$ cat src/rtl/cfg_burst_sequencer.sv
// Burst sequencer for the single-write configuration bus: range-checks one burst
// command, then issues one registered config write per accepted data word.
module cfg_burst_sequencer #(
   parameter int DEPTH_M0 = 4,
   parameter int DEPTH_M1 = 4,
   parameter int DEPTH_M2 = 64,
   parameter int DEPTH_M3 = 128
) (
   input  logic        clk,
   input  logic        rst,
   input  logic        cmd_valid,
   output logic        cmd_ready,
   input  logic [1:0]  cmd_sel_module,
   input  logic [7:0]  cmd_sram_sel,
   input  logic [6:0]  cmd_start_addr,
   input  logic [6:0]  cmd_len,
   input  logic        abort,
   input  logic        dat_valid,
   output logic        dat_ready,
   input  logic [63:0] dat,
   output logic [1:0]  o_cfg_sel_module,
   output logic [7:0]  o_cfg_sram_sel,
   output logic [6:0]  o_cfg_addr_write,
   output logic        o_cfg_wr_en,
   output logic [63:0] o_cfg_data,
   output logic        busy,
   output logic        done,
   output logic        cmd_err,
   output logic        aborted
);

   typedef enum logic {IDLE = 1'b0, BURST = 1'b1} state_t;

   localparam logic [7:0] DEPTH0 = 8'(DEPTH_M0);
   localparam logic [7:0] DEPTH1 = 8'(DEPTH_M1);
   localparam logic [7:0] DEPTH2 = 8'(DEPTH_M2);
   localparam logic [7:0] DEPTH3 = 8'(DEPTH_M3);

   state_t      state_q, state_d;
   logic [1:0]  mod_q, mod_d;
   logic [7:0]  sram_q, sram_d;
   logic [6:0]  cur_addr_q, cur_addr_d;
   logic [7:0]  remaining_q, remaining_d;

   logic [1:0]  sel_out_q, sel_out_d;
   logic [7:0]  sram_out_q, sram_out_d;
   logic [6:0]  addr_out_q, addr_out_d;
   logic        wr_en_q, wr_en_d;
   logic [63:0] data_out_q, data_out_d;
   logic        done_q, done_d;
   logic        cmd_err_q, cmd_err_d;
   logic        aborted_q, aborted_d;

   logic [7:0]  len_s;
   logic [7:0]  end_s;
   logic [7:0]  depth_s;
   logic        range_ok_s;

   assign len_s      = {1'b0, cmd_len} + 8'd1;
   assign end_s      = {1'b0, cmd_start_addr} + len_s;
   assign range_ok_s = (end_s <= depth_s);

   always_comb begin
      case (cmd_sel_module)
         2'b00:   depth_s = DEPTH0;
         2'b01:   depth_s = DEPTH1;
         2'b10:   depth_s = DEPTH2;
         2'b11:   depth_s = DEPTH3;
         default: depth_s = 8'd0;
      endcase
   end

   // Next-state and registered-output computation; config bus defaults to all zero.
   always_comb begin
      state_d     = state_q;
      mod_d       = mod_q;
      sram_d      = sram_q;
      cur_addr_d  = cur_addr_q;
      remaining_d = remaining_q;
      sel_out_d   = 2'd0;
      sram_out_d  = 8'd0;
      addr_out_d  = 7'd0;
      wr_en_d     = 1'b0;
      data_out_d  = 64'd0;
      done_d      = 1'b0;
      cmd_err_d   = 1'b0;
      aborted_d   = 1'b0;
      case (state_q)
         IDLE: begin
            if (cmd_valid) begin
               if (range_ok_s) begin
                  mod_d       = cmd_sel_module;
                  sram_d      = cmd_sram_sel;
                  cur_addr_d  = cmd_start_addr;
                  remaining_d = len_s;
                  state_d     = BURST;
               end else begin
                  cmd_err_d = 1'b1;
               end
            end else begin
               state_d = IDLE;
            end
         end
         BURST: begin
            // Abort wins over a same-cycle beat: that word is dropped unwritten.
            if (abort) begin
               aborted_d = 1'b1;
               state_d   = IDLE;
            end else if (dat_valid) begin
               sel_out_d   = mod_q;
               sram_out_d  = sram_q;
               addr_out_d  = cur_addr_q;
               wr_en_d     = 1'b1;
               data_out_d  = (mod_q == 2'b10) ? {32'd0, dat[31:0]} : dat;
               cur_addr_d  = cur_addr_q + 7'd1;
               remaining_d = remaining_q - 8'd1;
               if (remaining_q == 8'd1) begin
                  done_d  = 1'b1;
                  state_d = IDLE;
               end else begin
                  state_d = BURST;
               end
            end else begin
               state_d = BURST;
            end
         end
         default: state_d = IDLE;
      endcase
   end

   // State, burst context and output registers.
   always_ff @(posedge clk or posedge rst) begin
      if (rst) begin
         state_q     <= IDLE;
         mod_q       <= 2'd0;
         sram_q      <= 8'd0;
         cur_addr_q  <= 7'd0;
         remaining_q <= 8'd0;
         sel_out_q   <= 2'd0;
         sram_out_q  <= 8'd0;
         addr_out_q  <= 7'd0;
         wr_en_q     <= 1'b0;
         data_out_q  <= 64'd0;
         done_q      <= 1'b0;
         cmd_err_q   <= 1'b0;
         aborted_q   <= 1'b0;
      end else begin
         state_q     <= state_d;
         mod_q       <= mod_d;
         sram_q      <= sram_d;
         cur_addr_q  <= cur_addr_d;
         remaining_q <= remaining_d;
         sel_out_q   <= sel_out_d;
         sram_out_q  <= sram_out_d;
         addr_out_q  <= addr_out_d;
         wr_en_q     <= wr_en_d;
         data_out_q  <= data_out_d;
         done_q      <= done_d;
         cmd_err_q   <= cmd_err_d;
         aborted_q   <= aborted_d;
      end
   end

   assign cmd_ready        = (state_q == IDLE);
   assign dat_ready        = (state_q == BURST);
   assign busy             = (state_q == BURST);
   assign o_cfg_sel_module = sel_out_q;
   assign o_cfg_sram_sel   = sram_out_q;
   assign o_cfg_addr_write = addr_out_q;
   assign o_cfg_wr_en      = wr_en_q;
   assign o_cfg_data       = data_out_q;
   assign done             = done_q;
   assign cmd_err          = cmd_err_q;
   assign aborted          = aborted_q;

endmodule

$ cat config.mk
export PLATFORM = sky130hd
export DESIGN_NAME = cfg_burst_sequencer
export DESIGN_NICKNAME = d
export VERILOG_FILES = /design/src/rtl/cfg_burst_sequencer.sv
export SDC_FILE = /design/constraint.sdc
export NUM_CORES = 1
export LEC_CHECK = 0
export ABC_CLOCK_PERIOD_IN_PS = 8700
export BUFFER_PORTS_ARGS = -buffer_cell sky130_fd_sc_hd__buf_2
export CAP_MARGIN = 0
export CORE_AREA = 2 2 166 87
export CTS_CLUSTER_DIAMETER = 100
export DETAILED_ROUTE_END_ITERATION = 10
export DIE_AREA = 0 0 168 89
export GPL_TIMING_DRIVEN = 0
export SKIP_LAST_GASP = 1
export SYNTH_ARGS = -nofsm -noshare
export SYNTH_HDL_FRONTEND = slang
export SYNTH_SLANG_ARGS = --single-unit
$ cat constraint.sdc
create_clock -name clk -period 8.7 [get_ports clk]
set_input_delay 0.435 -clock clk [delete_from_list [all_inputs] [get_ports clk]]
set_output_delay 0.435 -clock clk [all_outputs]
set_load 0.05 [all_outputs]
==> summary.json <==
{
  "synth_seq_area_share": {"value": 0.599},
  "combPwrFrac": {"value": 0.287},
  "layout-area-overhead-vs-synth": {"value": 31.6, "unit": "%"},
  "grt_first_pass_wirelength": {"value": 17900, "unit": "µm"},
  "yosysTopAreaCell": {"value": "dfrtp_1"},
  "worstPathMaxFanout": {"value": 7},
  "share_of_total_power_in_sequential_cells": {"value": 0.429},
  "grt_antenna_before_repair": {"value": 0},
  "crit_chain": {"value": "buf_2 -> ha_1 -> xor2_1 -> ha_1 -> and3_1 -> o21ai_0 -> nand2b_1 -> a21oi_1 -> o21ai_0 -> xnor2_1 -> ha_1 -> and4b_1 -> a32oi_1 -> a21oi_1 -> nand4_1 -> nand2_2 -> mux2_2"},
  "routed_wl": {"value": 11400, "unit": "µm"},
  "synth.avg_cell_area": {"value": 12.0, "unit": "µm²"},
  "fp.dieH": {"value": 89, "unit": "µm"},
  "cts.sinks": {"value": 111},
  "grt_setup_unrepaired": {"value": "no"},
  "wl_per_cell": {"value": 15.0, "unit": "µm"},
  "type_of_the_worst_min_delay_path": {"value": "in -> async"},
  "cell_internal_pwr": {"value": 1.02, "unit": "mW"},
  "powerDensity": {"value": 251, "unit": "mW/mm²"},
  "post_drt_via_cell_ratio": {"value": 4.58},
  "p_clk_frac": {"value": 0.284},
  "period_minus_slack": {"value": 4.05, "unit": "ns"},
  "grt_start_max_net_pins": {"value": 68},
  "max_freq": {"value": 247, "unit": "MHz"},
  "timing_hold_violations_final": {"value": 0},
  "number_of_enable_flip_flop_cells_after_synthesis": {"value": 0},
  "fin_skew": {"value": 0.00779, "unit": "ns"},
  "synth.area.top_cells": {"value": "dfrtp_1, and2_1, ha_1"},
  "starting_density_of_the_core": {"value": 0.348},
  "clock_tree_from_tritoncts": {"value": "done"},
  "power.switching": {"value": 512, "unit": "µW"},
  "die_area": {"value": 0.0150, "unit": "mm²"},
  "reg2reg_slack": {"value": 6.44, "unit": "ns"},
  "postCtsSetupRepairBufs": {"value": 0},
  "cts_inserted_buffers": {"value": 9},
  "synthFlopType": {"value": "dfrtp_1"},
  "globalRoute.totalOverflow": {"value": 0},
  "r2r_end": {"value": "cur_addr_q[1]"},
  "track_usage": {"value": 0.155},
  "post_cts_hold_buffer_count": {"value": 0},
  "status": {"value": "complete, no violations"},
  "detailedPlacementHpwl": {"value": 8670, "unit": "µm"},
  "critPathCaptureType": {"value": "flip-flop"},
  "switching_share": {"value": 0.334},
  "timing.slew.headroom": {"value": 0.615},
  "setup.worst_path.start_class": {"value": "primary input"},
  "drtPass1Iterations": {"value": 4},
  "pre_cts_slack": {"value": 4.31, "unit": "ns"},
  "cts.path.max_buffers": {"value": 2},
  "port-buffer-count": {"value": 180},
  "cellLeakagePower": {"value": 3.33, "unit": "nW"},
  "reg2regPathDepth": {"value": 5},
  "synth.top_cells.by_count": {"value": "dfrtp_1, and2_1, nand2_1, ha_1, inv_1"},
  "resized_gates_after_cts": {"value": 0},
  "synthArstFlopShare": {"value": 1.00},
  "synth.lib_cells_used.distinct": {"value": 50},
  "floorplan.die.width": {"value": 168, "unit": "µm"},
  "report.power.total": {"value": 1.53, "unit": "mW"},
  "critical_path_class": {"value": "in -> reg"},
  "antenna_cells_inserted": {"value": 0},
  "dr_total_vias": {"value": 3466},
  "library_cell_appearing_most_often_on_the_critical_path": {"value": "ha_1"},
  "slowest_delay": {"value": 0.36, "unit": "ns"},
  "crit_family": {"value": "simple AND/OR/NAND/NOR gates"},
  "post-route-drc-count": {"value": 0},
  "ys.warnings.count": {"value": 0},
  "number_of_placement_rows": {"value": 30},
  "clock_insertion_delay_worst_skew": {"value": 0.34, "unit": "ns"},
  "htree_num_levels": {"value": 3},
  "setup_total_negative_slack": {"value": 0, "unit": "ns"},
  "timing.critical_path.from": {"value": "cmd_len[0]"},
  "grt_pass1_vias": {"value": 3377},
  "r2r_start": {"value": "busy"},
  "post-route-period-util": {"value": 0.465},
  "final_layout_size_suffix_gt1_frac": {"value": 0.378},
  "drtIter0Drc": {"value": 210},
  "remaining_number_of_nets_flagged_by_the_antenna_check_after_routing": {"value": 0},
  "maxSlewViolCount": {"value": 0},
  "globalplace.congestion": {"value": 0.855},
  "postSynthRegisterBits": {"value": 111},
  "crit_arrival": {"value": 4.28, "unit": "ns"},
  "synthesis.area": {"value": 0.00464, "unit": "mm²"},
  "post-synth-top-area-fraction": {"value": 0.599},
  "clkTransAtPathRegs": {"value": 0.07, "unit": "ns"},
  "power.ir.vdd_worst": {"value": 0.0888, "unit": "mV"},
  "boundaryPins": {"value": 181},
  "syn_nets": {"value": 495},
  "layout_setup_ws": {"value": 4.65, "unit": "ns"},
  "critical-path-slowest-cell": {"value": "mux2_2"},
  "crit_buf_inv": {"value": 1},
  "layout.nets": {"value": 687},
  "final-setup-viol-count": {"value": 0},
  "core_area": {"value": 0.0133, "unit": "mm²"},
  "library_cell_with_the_highest_instance_count_after_synthesis": {"value": "dfrtp_1"},
  "timing.max_cap.violations": {"value": 0},
  "max_slew.worst_pin.slew": {"value": 0.577, "unit": "ns"},
  "required": {"value": 8.93, "unit": "ns"},
  "cts_root_cell": {"value": "clkbuf_16"},
  "synthCells": {"value": 385}
}
## flip-flops by register name, summed over array words and instances (netlist names)
name,cells
cur_addr_q,7
done,1
aborted,1
busy,1
mod_q,2
o_cfg_wr_en,1
sram_q,8
remaining_q,8
o_cfg_data,64
cmd_err,1
o_cfg_sram_sel,8
o_cfg_sel_module,2
o_cfg_addr_write,7
## metrics by stage
step | utilization | hold slack (ns) | std cells | instance area (µm²)
5_1_grt | 0.458 | 0.193 | 756 | 6100
4_1_cts | 0.458 | 0.176 | 756 | 6100
6_report | 0.458 | 0.156 | 756 | 6100
3_5_place_dp | 0.434 | 0.463 | 742 | 5790
2_1_floorplan | - | 0.447 | 385 | 4640
3_3_place_gp | 0.432 | 0.451 | 741 | 5760
## power by group through the flow
stage	Clock, mW	Combinational (mW)	Sequential, mW
2_1_floorplan	0	0.236	0.747
3_3_place_gp	0	0.435	0.665
3_5_place_dp	0	0.443	0.667
4_1_cts	0.448	0.444	0.657
5_1_grt	0.467	0.482	0.669
6_report	0.436	0.440	0.657
## final cells by class
type | count | area (µm²)
fill | 1275 | 7230
sequential | 111 | 2780
multi-input combinational | 244 | 1730
timing repair buffer | 181 | 928
clock buffer | 11 | 243
tap | 176 | 220
buffer | 14 | 71.3
clock inverter | 3 | 68.8
inverter | 16 | 62.6
## cell families (layout without fill, tap and decap cells)
| logic type | after synthesis | after routing | synth area share |
|---|---|---|---|
| fa+ha+maj | 17 | 17 | 0.0475 |
| simple gates | 159 | 159 | 0.202 |
| xor+xnor | 9 | 9 | 0.0170 |
| flops | 111 | 111 | 0.599 |
| buf+inv | 30 | 225 | 0.0283 |
| compound gates | 45 | 45 | 0.0696 |
| mux | 14 | 14 | 0.0362 |
## worst reg2reg max path, stage by stage (launching register included)
cell	delay [ns]
dfrtp_1	0.45
nand3b_2	0.23
clkinv_1	0.36
a21oi_1	0.53
nand2_2	0.25
mux2_2	0.32
## per-layer routing
layer | part of all wire | global-route usage
met3 | 0.055 | 0.0394
met2 | 0.48 | 0.260
met4 | 0.010 | 0.0403
met5 | 0 | 0
met1 | 0.45 | 0.204
## layout by cell type, fill, tap and decap left out, types with 2 or more instances in the layout
cell type and instances:
buf_4 3, o211ai_1 2, nand4_1 7, nor2_1 9, clkbuf_1 11, o221a_2 4, a211oi_1 2, a31oi_1 5
nor3_1 2, ha_1 16, xnor2_1 5, and3_1 3, nand3_1 13, nand2b_1 4, nand2_1 18, a21oi_1 11
o21ai_0 10, clkbuf_16 9, nor4_1 6, nor2b_1 3, nor4b_1 2, and4_1 2, a21o_1 2, mux2_2 6
inv_1 14, dfrtp_1 111, buf_2 180, nor3b_1 2, and2_1 79, xor2_1 4, mux2_4 4, bufinv_16 2
mux2i_1 4, o32ai_1 2
## how the worst max path moves through the flow
stage	end	slack [ns]	cells past startpoint
after global placement	cur_addr_q[0]	4.00	2
after detailed placement	cur_addr_q[1]	4.31	17
after floorplan	cur_addr_q[1]	5.09	16
final	cur_addr_q[1]	4.65	17
after global routing	cur_addr_q[1]	4.32	17
after CTS	cur_addr_q[1]	4.68	17
No activity file was read; power rests on OpenSTA's default activity.
